File: src/rtl/multiword_add_pkg.sv
// ---------------------------------------------------------------------------
// multiword_add_pkg
// Shared definitions for the sequential multi-precision adder/subtractor.
//   state_e   : controller states (IDLE, RUN, DONE) with a fixed 2-bit encoding
//   idxWidth  : width of the limb index register for a given limb count
// No ports; imported by multiword_add_seq.
// ---------------------------------------------------------------------------
package multiword_add_pkg;

    typedef enum logic [1:0] {
        IDLE = 2'b00,
        RUN  = 2'b01,
        DONE = 2'b10
    } state_e;

    // Width of the limb index. A single limb would still need one bit.
    function automatic int idxWidth(input int words);
        return (words > 1) ? $clog2(words) : 1;
    endfunction

endpackage

File: src/rtl/ripple_carry_adder.sv
// ---------------------------------------------------------------------------
// ripple_carry_adder
// Purely combinational WIDTH-bit adder built from a chain of full adders.
// Ports:
//   a, b  in  WIDTH : addends
//   cin   in  1     : carry into bit 0
//   sum   out WIDTH : a + b + cin, modulo 2^WIDTH
//   cout  out 1     : carry out of the top bit
// ---------------------------------------------------------------------------
module ripple_carry_adder #(
    parameter int WIDTH = 8
) (
    input  logic [WIDTH-1:0] a,
    input  logic [WIDTH-1:0] b,
    input  logic             cin,
    output logic [WIDTH-1:0] sum,
    output logic             cout
);

    // Walk the carry up through the bits one full adder at a time. The carry
    // is a local variable so the chain is a straight sequence of statements
    // rather than a vector that feeds back on itself.
    always_comb begin
        logic carry;
        sum   = '0;
        carry = cin;
        for (int i = 0; i < WIDTH; i++) begin
            sum[i] = a[i] ^ b[i] ^ carry;
            carry  = (a[i] & b[i]) | (carry & (a[i] ^ b[i]));
        end
        cout = carry;
    end

endmodule

File: src/rtl/multiword_add_seq.sv
// ---------------------------------------------------------------------------
// multiword_add_seq
// Sequential multi-precision adder/subtractor. Adds two WORDS*WIDTH-bit
// operands one WIDTH-bit limb per cycle through a single ripple_carry_adder,
// carrying between limbs through a register. Subtraction is A + ~B + 1.
//
// Ports:
//   clk, rst_n           : clock, asynchronous active-low reset
//   in_valid / in_ready  : operand handshake (in_ready high only in IDLE)
//   in_a, in_b           : operands, WIDTH*WORDS bits
//   in_cin               : carry-in for addition (ignored when in_sub=1)
//   in_sub               : 1 selects A - B
//   out_valid / out_ready: result handshake (out_valid high only in DONE)
//   out_sum              : result, modulo 2^(WIDTH*WORDS)
//   out_cout             : carry out of the top limb (1 = no borrow on subtract)
//   out_ovf              : signed overflow
//
// Build option:
//   MULTIWORD_ADD_OVF_EN : when defined, out_ovf reports two's-complement
//                          overflow; otherwise out_ovf is tied to 0.
// ---------------------------------------------------------------------------
module multiword_add_seq
    import multiword_add_pkg::*;
#(
    parameter int WIDTH = 8,
    parameter int WORDS = 4
) (
    input  logic                     clk,
    input  logic                     rst_n,
    input  logic                     in_valid,
    output logic                     in_ready,
    input  logic [WIDTH*WORDS-1:0]   in_a,
    input  logic [WIDTH*WORDS-1:0]   in_b,
    input  logic                     in_cin,
    input  logic                     in_sub,
    output logic                     out_valid,
    input  logic                     out_ready,
    output logic [WIDTH*WORDS-1:0]   out_sum,
    output logic                     out_cout,
    output logic                     out_ovf
);

    localparam int W    = WIDTH * WORDS;
    localparam int IDXW = idxWidth(WORDS);
    localparam logic [IDXW-1:0] LAST_IDX = IDXW'(WORDS - 1);

    state_e           state_q, state_d;
    logic [W-1:0]     opA_q, opB_q, sum_q;
    logic             carry_q, cout_q;
    logic [IDXW-1:0]  idx_q;

    logic [31:0]      limbBase;
    logic [W-1:0]     limbMask;
    logic [WIDTH-1:0] limbA, limbB, limbSum;
    logic             limbCout;
    logic             accept, lastLimb;

    assign accept   = (state_q == IDLE) && in_valid;
    assign lastLimb = (state_q == RUN) && (idx_q == LAST_IDX);

    // Select the current limb by shifting it down to bit 0; the same offset
    // is used to drop the adder result back into its slot of the sum.
    assign limbBase = 32'(idx_q) * 32'(WIDTH);
    assign limbMask = W'({WIDTH{1'b1}}) << limbBase;
    assign limbA    = WIDTH'(opA_q >> limbBase);
    assign limbB    = WIDTH'(opB_q >> limbBase);

    ripple_carry_adder #(.WIDTH(WIDTH)) u_adder (
        .a    (limbA),
        .b    (limbB),
        .cin  (carry_q),
        .sum  (limbSum),
        .cout (limbCout)
    );

    // Controller: accept an operand set in IDLE, step through the limbs in
    // RUN, then hold the result in DONE until the consumer takes it.
    always_comb begin
        state_d = state_q;
        case (state_q)
            IDLE:    if (in_valid)          state_d = RUN;
            RUN:     if (idx_q == LAST_IDX) state_d = DONE;
            DONE:    if (out_ready)         state_d = IDLE;
            default:                        state_d = IDLE;
        endcase
    end

    // State register.
    always_ff @(posedge clk or negedge rst_n) begin
        if (!rst_n) begin
            state_q <= IDLE;
        end else begin
            state_q <= state_d;
        end
    end

    // Datapath. Subtraction is folded in at capture time by inverting B and
    // forcing the initial carry, so RUN only ever adds. The sum is cleared on
    // capture and filled one limb per cycle; the final carry is kept as cout.
    always_ff @(posedge clk or negedge rst_n) begin
        if (!rst_n) begin
            opA_q   <= '0;
            opB_q   <= '0;
            sum_q   <= '0;
            carry_q <= 1'b0;
            idx_q   <= '0;
            cout_q  <= 1'b0;
        end else if (accept) begin
            opA_q   <= in_a;
            opB_q   <= in_sub ? ~in_b : in_b;
            carry_q <= in_sub ? 1'b1 : in_cin;
            idx_q   <= '0;
            sum_q   <= '0;
        end else if (state_q == RUN) begin
            sum_q   <= (sum_q & ~limbMask) | ((W'(limbSum) << limbBase) & limbMask);
            carry_q <= limbCout;
            idx_q   <= idx_q + 1'b1;
            if (lastLimb) begin
                cout_q <= limbCout;
            end
        end
    end

`ifdef MULTIWORD_ADD_OVF_EN
    logic ovf_q;

    // Signed overflow: both top-limb operands share a sign and the top-limb
    // sum has the other sign. B is already inverted for subtraction here.
    always_ff @(posedge clk or negedge rst_n) begin
        if (!rst_n) begin
            ovf_q <= 1'b0;
        end else if (lastLimb) begin
            ovf_q <= (limbA[WIDTH-1] == limbB[WIDTH-1]) &&
                     (limbSum[WIDTH-1] != limbA[WIDTH-1]);
        end
    end

    assign out_ovf = ovf_q;
`else
    assign out_ovf = 1'b0;
`endif

    assign in_ready  = (state_q == IDLE);
    assign out_valid = (state_q == DONE);
    assign out_sum   = sum_q;
    assign out_cout  = cout_q;

endmodule
File: config.mk
export PLATFORM = sky130hd
export DESIGN_NAME = multiword_add_seq
export DESIGN_NICKNAME = d
export VERILOG_FILES = /design/src/rtl/multiword_add_pkg.sv /design/src/rtl/ripple_carry_adder.sv /design/src/rtl/multiword_add_seq.sv
export SDC_FILE = /design/constraint.sdc
export NUM_CORES = 1
export LEC_CHECK = 0
export ABC_CLOCK_PERIOD_IN_PS = 7850
export CAP_MARGIN = 20
export CORE_AREA = 3 3 109 111
export CTS_BUF_LIST = sky130_fd_sc_hd__clkbuf_2
export DETAILED_ROUTE_END_ITERATION = 7
export DIE_AREA = 0 0 112 114
export GPL_TIMING_DRIVEN = 0
export PLACE_DENSITY = 0.81
export SYNTH_ARGS = -nofsm -noshare
export SYNTH_HDL_FRONTEND = slang
export SYNTH_HIERARCHICAL = 1
export SYNTH_SLANG_ARGS = --single-unit
File: constraint.sdc
create_clock -name clk -period 7.85 [get_ports clk]
set_input_delay 2.355 -clock clk [delete_from_list [all_inputs] [get_ports clk]]
set_output_delay 2.355 -clock clk [all_outputs]
set_load 0.005 [all_outputs]
Word-level counts from Yosys, hierarchy flattened
Cells that the tools add are included.
{"block": "classes", "add_sub_neg": 1, "mul": 0, "div": 0, "magnitude_cmp": 0, "n_eq_ne": 6, "shifts": 4, "muxes": 12, "bitwise": 46, "reduce_logical": 6}
{"cell": "$mux 32", "n": 3}
{"cell": "$and 32x32->32", "n": 2}
{"cell": "$not 32->32", "n": 2}
{"cell": "$shr 32x5->8", "n": 2}
{"cell": "$or 32x32->32", "n": 1}
{"cell": "$shl 8x5->32", "n": 1}
{"cell": "$shl 8x5->32 const A", "n": 1}
{"cell": "$and 1x1->1", "n": 16}
{"cell": "$xor 1x1->1", "n": 16}
{"cell": "$mux 2", "n": 5}
{"cell": "$or 1x1->1", "n": 8}
{"cell": "$pmux 2 s3", "n": 1}
{"cell": "$reduce_and 3->1", "n": 2}
{"cell": "$eq 2x2->1 const B", "n": 2}
{"cell": "$ne 2x2->1 const B", "n": 2}
{"cell": "$mux 1", "n": 3}
{"cell": "$add 2x1->2 const B", "n": 1}
{"cell": "$eq 2x1->1 const B", "n": 1}
{"cell": "$logic_and 1x1->1", "n": 2}
{"cell": "$logic_not 2->1", "n": 1}
{"cell": "$ne 2x1->1 const B", "n": 1}
{"cell": "$reduce_bool 2->1", "n": 1}
{"cell": "$not 1->1", "n": 1}
{"block": "word_totals", "reg_bits": 102, "latch_bits": 0, "ramBits": 0, "rom_bits": 0, "inputBits": 70, "output_inout_bits": 36, "word_cells": 82, "mem_count": 0}

Longest topological paths before layout
{"block": "depth", "word_depth": 22, "ltp_mapped": 16, "depth_no_buf": 14}

Modules after synthesis
The synthesis kept the hierarchy.
{"mod": "multiword_add_seq", "n_inst": 1, "cells_per_inst": 344, "area_per_inst_um2": 4673.2, "seq_area_each_um2": 2552.4}
{"mod": "ripple_carry_adder", "n_inst": 1, "cells_per_inst": 18, "area_per_inst_um2": 197.7, "seq_area_each_um2": 0.0}

Least setup slack after synthesis
Ideal clock, no wire load.
{"block": "synth_timing", "kind": "reg2reg", "start": "register idx_q[0]", "end": "register sum_q[7], in the netlist out_sum[7]", "setup_time_ns": 0.067, "t_arrival_ns": 4.484, "required_time_ns": 7.783, "setup_slack_ns": 3.299, "path_stages_with_launch": 17, "path_buffers": 2, "period_less_slack_ns": 4.551, "cell_sequence": "dfrtp_1 > buf_6 > buf_6 > mux4_2 > fa_1 > inv_1 > fa_1 > inv_1 > fa_1 > fa_1 > fa_1 > fa_1 > fa_1 > inv_1 > fa_1 > inv_1 > a32o_1"}
{"block": "synth_via", "elab_chain_cells": 22, "word_cells_on_any_way": 40, "cone_classes": "shift: 4; mux: 2; bitwise: 34"}
{"element": "start: declaration", "line": "multiword_add_seq.sv:50", "source": "logic [IDXW-1:0] idx_q;"}
{"element": "start signal: assignment", "line": "multiword_add_seq.sv:117", "source": "idx_q <= idx_q + 1'b1;"}
{"element": "$shr 32x5->8 *", "line": "multiword_add_seq.sv:66", "source": "assign limbB = WIDTH'(opB_q >> limbBase);"}
{"element": "named net limbB[0]", "line": "multiword_add_seq.sv:54", "source": "logic [WIDTH-1:0] limbA, limbB, limbSum;"}
{"element": "$xor 1x1->1", "line": "ripple_carry_adder.sv:29", "source": "carry = (a[i] & b[i]) | (carry & (a[i] ^ b[i]));"}
{"element": "$and 1x1->1", "line": "ripple_carry_adder.sv:29"}
{"element": "$or 1x1->1 *", "line": "ripple_carry_adder.sv:29"}
{"element": "$and 1x1->1 *", "line": "ripple_carry_adder.sv:29"}
{"element": "$or 1x1->1 *", "line": "ripple_carry_adder.sv:29"}
{"element": "$and 1x1->1 *", "line": "ripple_carry_adder.sv:29"}
{"element": "[... 8 more ...]"}
{"element": "$or 1x1->1 *", "line": "ripple_carry_adder.sv:29"}
{"element": "$xor 1x1->1 *", "line": "ripple_carry_adder.sv:28", "source": "sum[i] = a[i] ^ b[i] ^ carry;"}
{"element": "named net limbSum[7]", "line": "multiword_add_seq.sv:54"}
{"element": "$shl 8x5->32 *", "line": "multiword_add_seq.sv:115", "source": "sum_q <= (sum_q & ~limbMask) | ((W'(limbSum) << limbBase) & limbMask);"}
{"element": "$and 32x32->32 *", "line": "multiword_add_seq.sv:115"}
{"element": "$or 32x32->32 *", "line": "multiword_add_seq.sv:115"}
{"element": "$mux 32 *", "line": "multiword_add_seq.sv:114", "source": "end else if (state_q == RUN) begin"}
{"element": "$mux 32 *", "line": "multiword_add_seq.sv:108", "source": "end else if (accept) begin"}
{"element": "end signal: assignment", "line": "multiword_add_seq.sv:115"}
{"element": "end: declaration", "line": "multiword_add_seq.sv:48", "source": "logic [W-1:0] opA_q, opB_q, sum_q;"}
The timed path passes the listed nets; every way through them passes the cells marked *. The select of a mux whose other input is x is not followed.
A chain may end at the register's enable or synchronous reset.

Worst setup path in the final report
{"block": "layout_timing", "start": "register idx_q[0]", "end": "register sum_q[23], in the netlist out_sum[23]"}
The elaborated chain is that of the path after synthesis.

==> out/qor.yml <==
run_status:
  status: "finished clean"
synthesis:
  yosysWarnings: 6
  seq_area_frac_synth_pct: 52.4
  synth_cell_type_count: 32
  synth_top_family_by_area: "multiplexers"
  netlist_area_um2: 4870
  synth_nets: 444
  ys_ff_latch: 102
  yosys-mux-area-fraction_pct: 15.0
  synth_compound_area_share_pct: 10.6
  synthFlopType: "dfrtp_1"
  synthXorXnorAreaFrac_pct: 5.75
  syn_avg_cell_area_um2: 13.5
  synth_edf_count: 0
  async_flop_share_pct: 100
  synth-simple-area-share_pct: 5.11
  synthCells: 362
  synth_fa_ha_area_share_pct: 4.32
critical_path:
  critPathTopFamily: "adder cells"
  cpMostUsedCell: "fa_1"
  timing_worst_setup_path_type: "reg -> reg"
  slowest_delay_ps: 570
  cpMaxStageDelayCell: "mux4_2"
  crit_path_cell_trace: "buf_6, buf_6, mux4_2, fa_1, inv_1, fa_1, inv_1, fa_1, fa_1, fa_1, fa_1, fa_1, inv_1, fa_1, inv_1, a32o_1"
  start_kind: "register"
  worstPathRequired_ps: 8340
  cp_max_fo: 10
  r2r_start: "idx_q[0]"
  crit_buf_inv: 6
  crit_path_start: "idx_q[0]"
  worstPathArrival_ps: 5460
  worstSetupEndpointType: "register"
  regToRegSetupSlack_ps: 2890
layout:
  area_growth_pct: 26.9
  final_util_pct: 56.8
  num-fill-cells: 906
  final_cell_mix: "dfrtp_1, clkdlybuf4s50_1, nor2_1"
  insertedDiodeCount: 0
  design_area_um2: 6180
  fin_nets: 559
  drive_gt1_share_pct: 20.2
global_route:
  grt_pass1_wl_mm: 17.9
  antenna_found_initial: 0
  grt_overflow: 0
  grt_pass1_vias: 3461
  grt_max_degree: 76
  track_usage_pct: 17.7
cts:
  cts_max_level: 3
  hold_buffers: 0
  cts_setup_buffers: 0
  root_buffer: "clkbuf_2"
  cts_resized: 0
  tritoncts.num_buffers: 9
  cts.sinks: 102
  clk_pin_slew_ps: 240
  clock_latency_ps: 550
  cts_tree: "yes"
  cts_max_path_buffers: 2
timing:
  setup_viol: 0
  fmax_mhz: 201
  slew_violations: 0
  hold_violations: 0
  rsz0062_at_grt: "false"
  tns_ps: 0
  timing.final.crit_share_pct: 63.2
  clock_skew_ps: 28.5
  fin_crit_ps: 4960
floorplanning:
  start_util_pct: 44.7
  rows: 38
  ioPinCount: 106
  die_w_um: 112
  core_area_um2: 10900
  die-area_um2: 12800
  die-height_um: 114
route:
  drtAntennaViolNets: 0
  drt-vias-per-instance: 5.14
  drt_iter0_drc: 134
  route.detailed.drc: 0
  detail_route.wl_per_cell_um: 17.5
  num_vias: 3191
  routed_wl_mm: 10.9
  firstDrtPassIters: 4
place:
  detailed_place_hpwl_mm: 8.44
  gp_congestion: 0.815
  portBuffers: 103
  postPlaceCellArea_um2: 6100
pwr:
  power.total_mw: 2.49
  power.density_nw_per_um2: 402
  peakVddDrop_mv: 0.196
  p_leak_nw: 2.61
hold_path:
  hp-start: "opA_q[30]"
  hold_class: "reg -> reg"
flow_run:
  cap_violations: 0
-- report_power, final --
| group | leakage [nW] | internal [mW] | switching, mW | total [mW] |
|---|---|---|---|---|
| clock | 0.0538 | 0.0414 | 0.162 | 0.203 |
| combinational | 1.31 | 0.708 | 0.688 | 1.40 |
| sequential | 1.24 | 0.756 | 0.132 | 0.888 |
| total | 2.61 | 1.51 | 0.982 | 2.49 |
-- state kept, by name, summed over array words and instances, names as in the netlist --
name and cells:
opB_q 32, out_sum 32, out_cout 1, idx_q 2, carry_q 1, opA_q 32
state_q 2
-- synth_stat cells, types with 3 or more instances --
cell type  number  area (µm²)
a21o_1          6        45.0
ha_1            4        50.1
a21oi_1        32         160
inv_1          14        52.6
buf_2           8        40.0
nand2_1         6        22.5
buf_6          12         135
nor2_1         33         124
dfrtp_1       102        2550
a22o_1         30         263
xnor2_1        32         280
fa_1            8         160
and2_1          3        18.8
mux4_2         16         360
buf_4           3        22.5
mux2_2         32         360
buf_12          3        60.1
-- stage by stage --
| step | cells | hold WS (ps) | setup slack [ps] |
|---|---|---|---|
| 3_5_place_dp | 606 | 473 | 2920 |
| 6_report | 621 | 516 | 2890 |
| 2_1_floorplan | 362 | 453 | 3300 |
| 3_3_place_gp | 605 | 465 | 907 |
| 5_1_grt | 621 | 555 | 2660 |
| 4_1_cts | 621 | 522 | 2860 |
-- layout make-up --
cell class | instances | area, µm² | area share (%)
multi-input combinational | 219 | 1990 | 32.2
timing repair buffer | 104 | 1060 | 17.1
tap | 140 | 175 | 2.83
buffer | 27 | 273 | 4.41
sequential | 102 | 2550 | 41.3
inverter | 14 | 52.6 | 0.850
clock inverter | 4 | 25.0 | 0.405
clock buffer | 11 | 55.1 | 0.891
-- layer usage --
layer	part of all wire, %	track usage, %	vias to the layer above	wire (µm)
met3	5.5	3.87	12	603
met5	0	0	-	0
met4	1.1	4.17	0	123
met2	50	30.5	106	5400
met1	44	23.2	1572	4750
li1	-	-	1501	-
-- logic make-up after synthesis --
logic type / count (synthesis)
buffers and inverters: 41
AND/OR/NAND/NOR: 51
XOR/XNOR: 32
adder cells (fa/ha/maj): 12
multiplexers: 49
other: 1
AO/OA/AOI/OAI: 74
flip-flops: 102
-- worst register-to-register path, stage by stage, from the launching register on --
cell     delay [ps]
dfrtp_1         520
buf_6           220
buf_6           200
mux4_2          570
fa_1            400
inv_1            70
fa_1            160
inv_1            50
fa_1            380
fa_1            390
fa_1            390
fa_1            400
fa_1            370
inv_1            70
fa_1            420
inv_1           140
a32o_1          180
-- path summary, 6_finish.rpt --
kind                               endpoint  cells past startpoint
min in group asynchronous          opB_q[7]                      1
max in group asynchronous         opA_q[20]                      2
worst max register to register  out_sum[23]                     16
worst min-delay path              opA_q[30]                      1
worst max-delay path            out_sum[23]                     16
worst min register to register    opA_q[30]                      1
(Power assumes the default switching activity.)
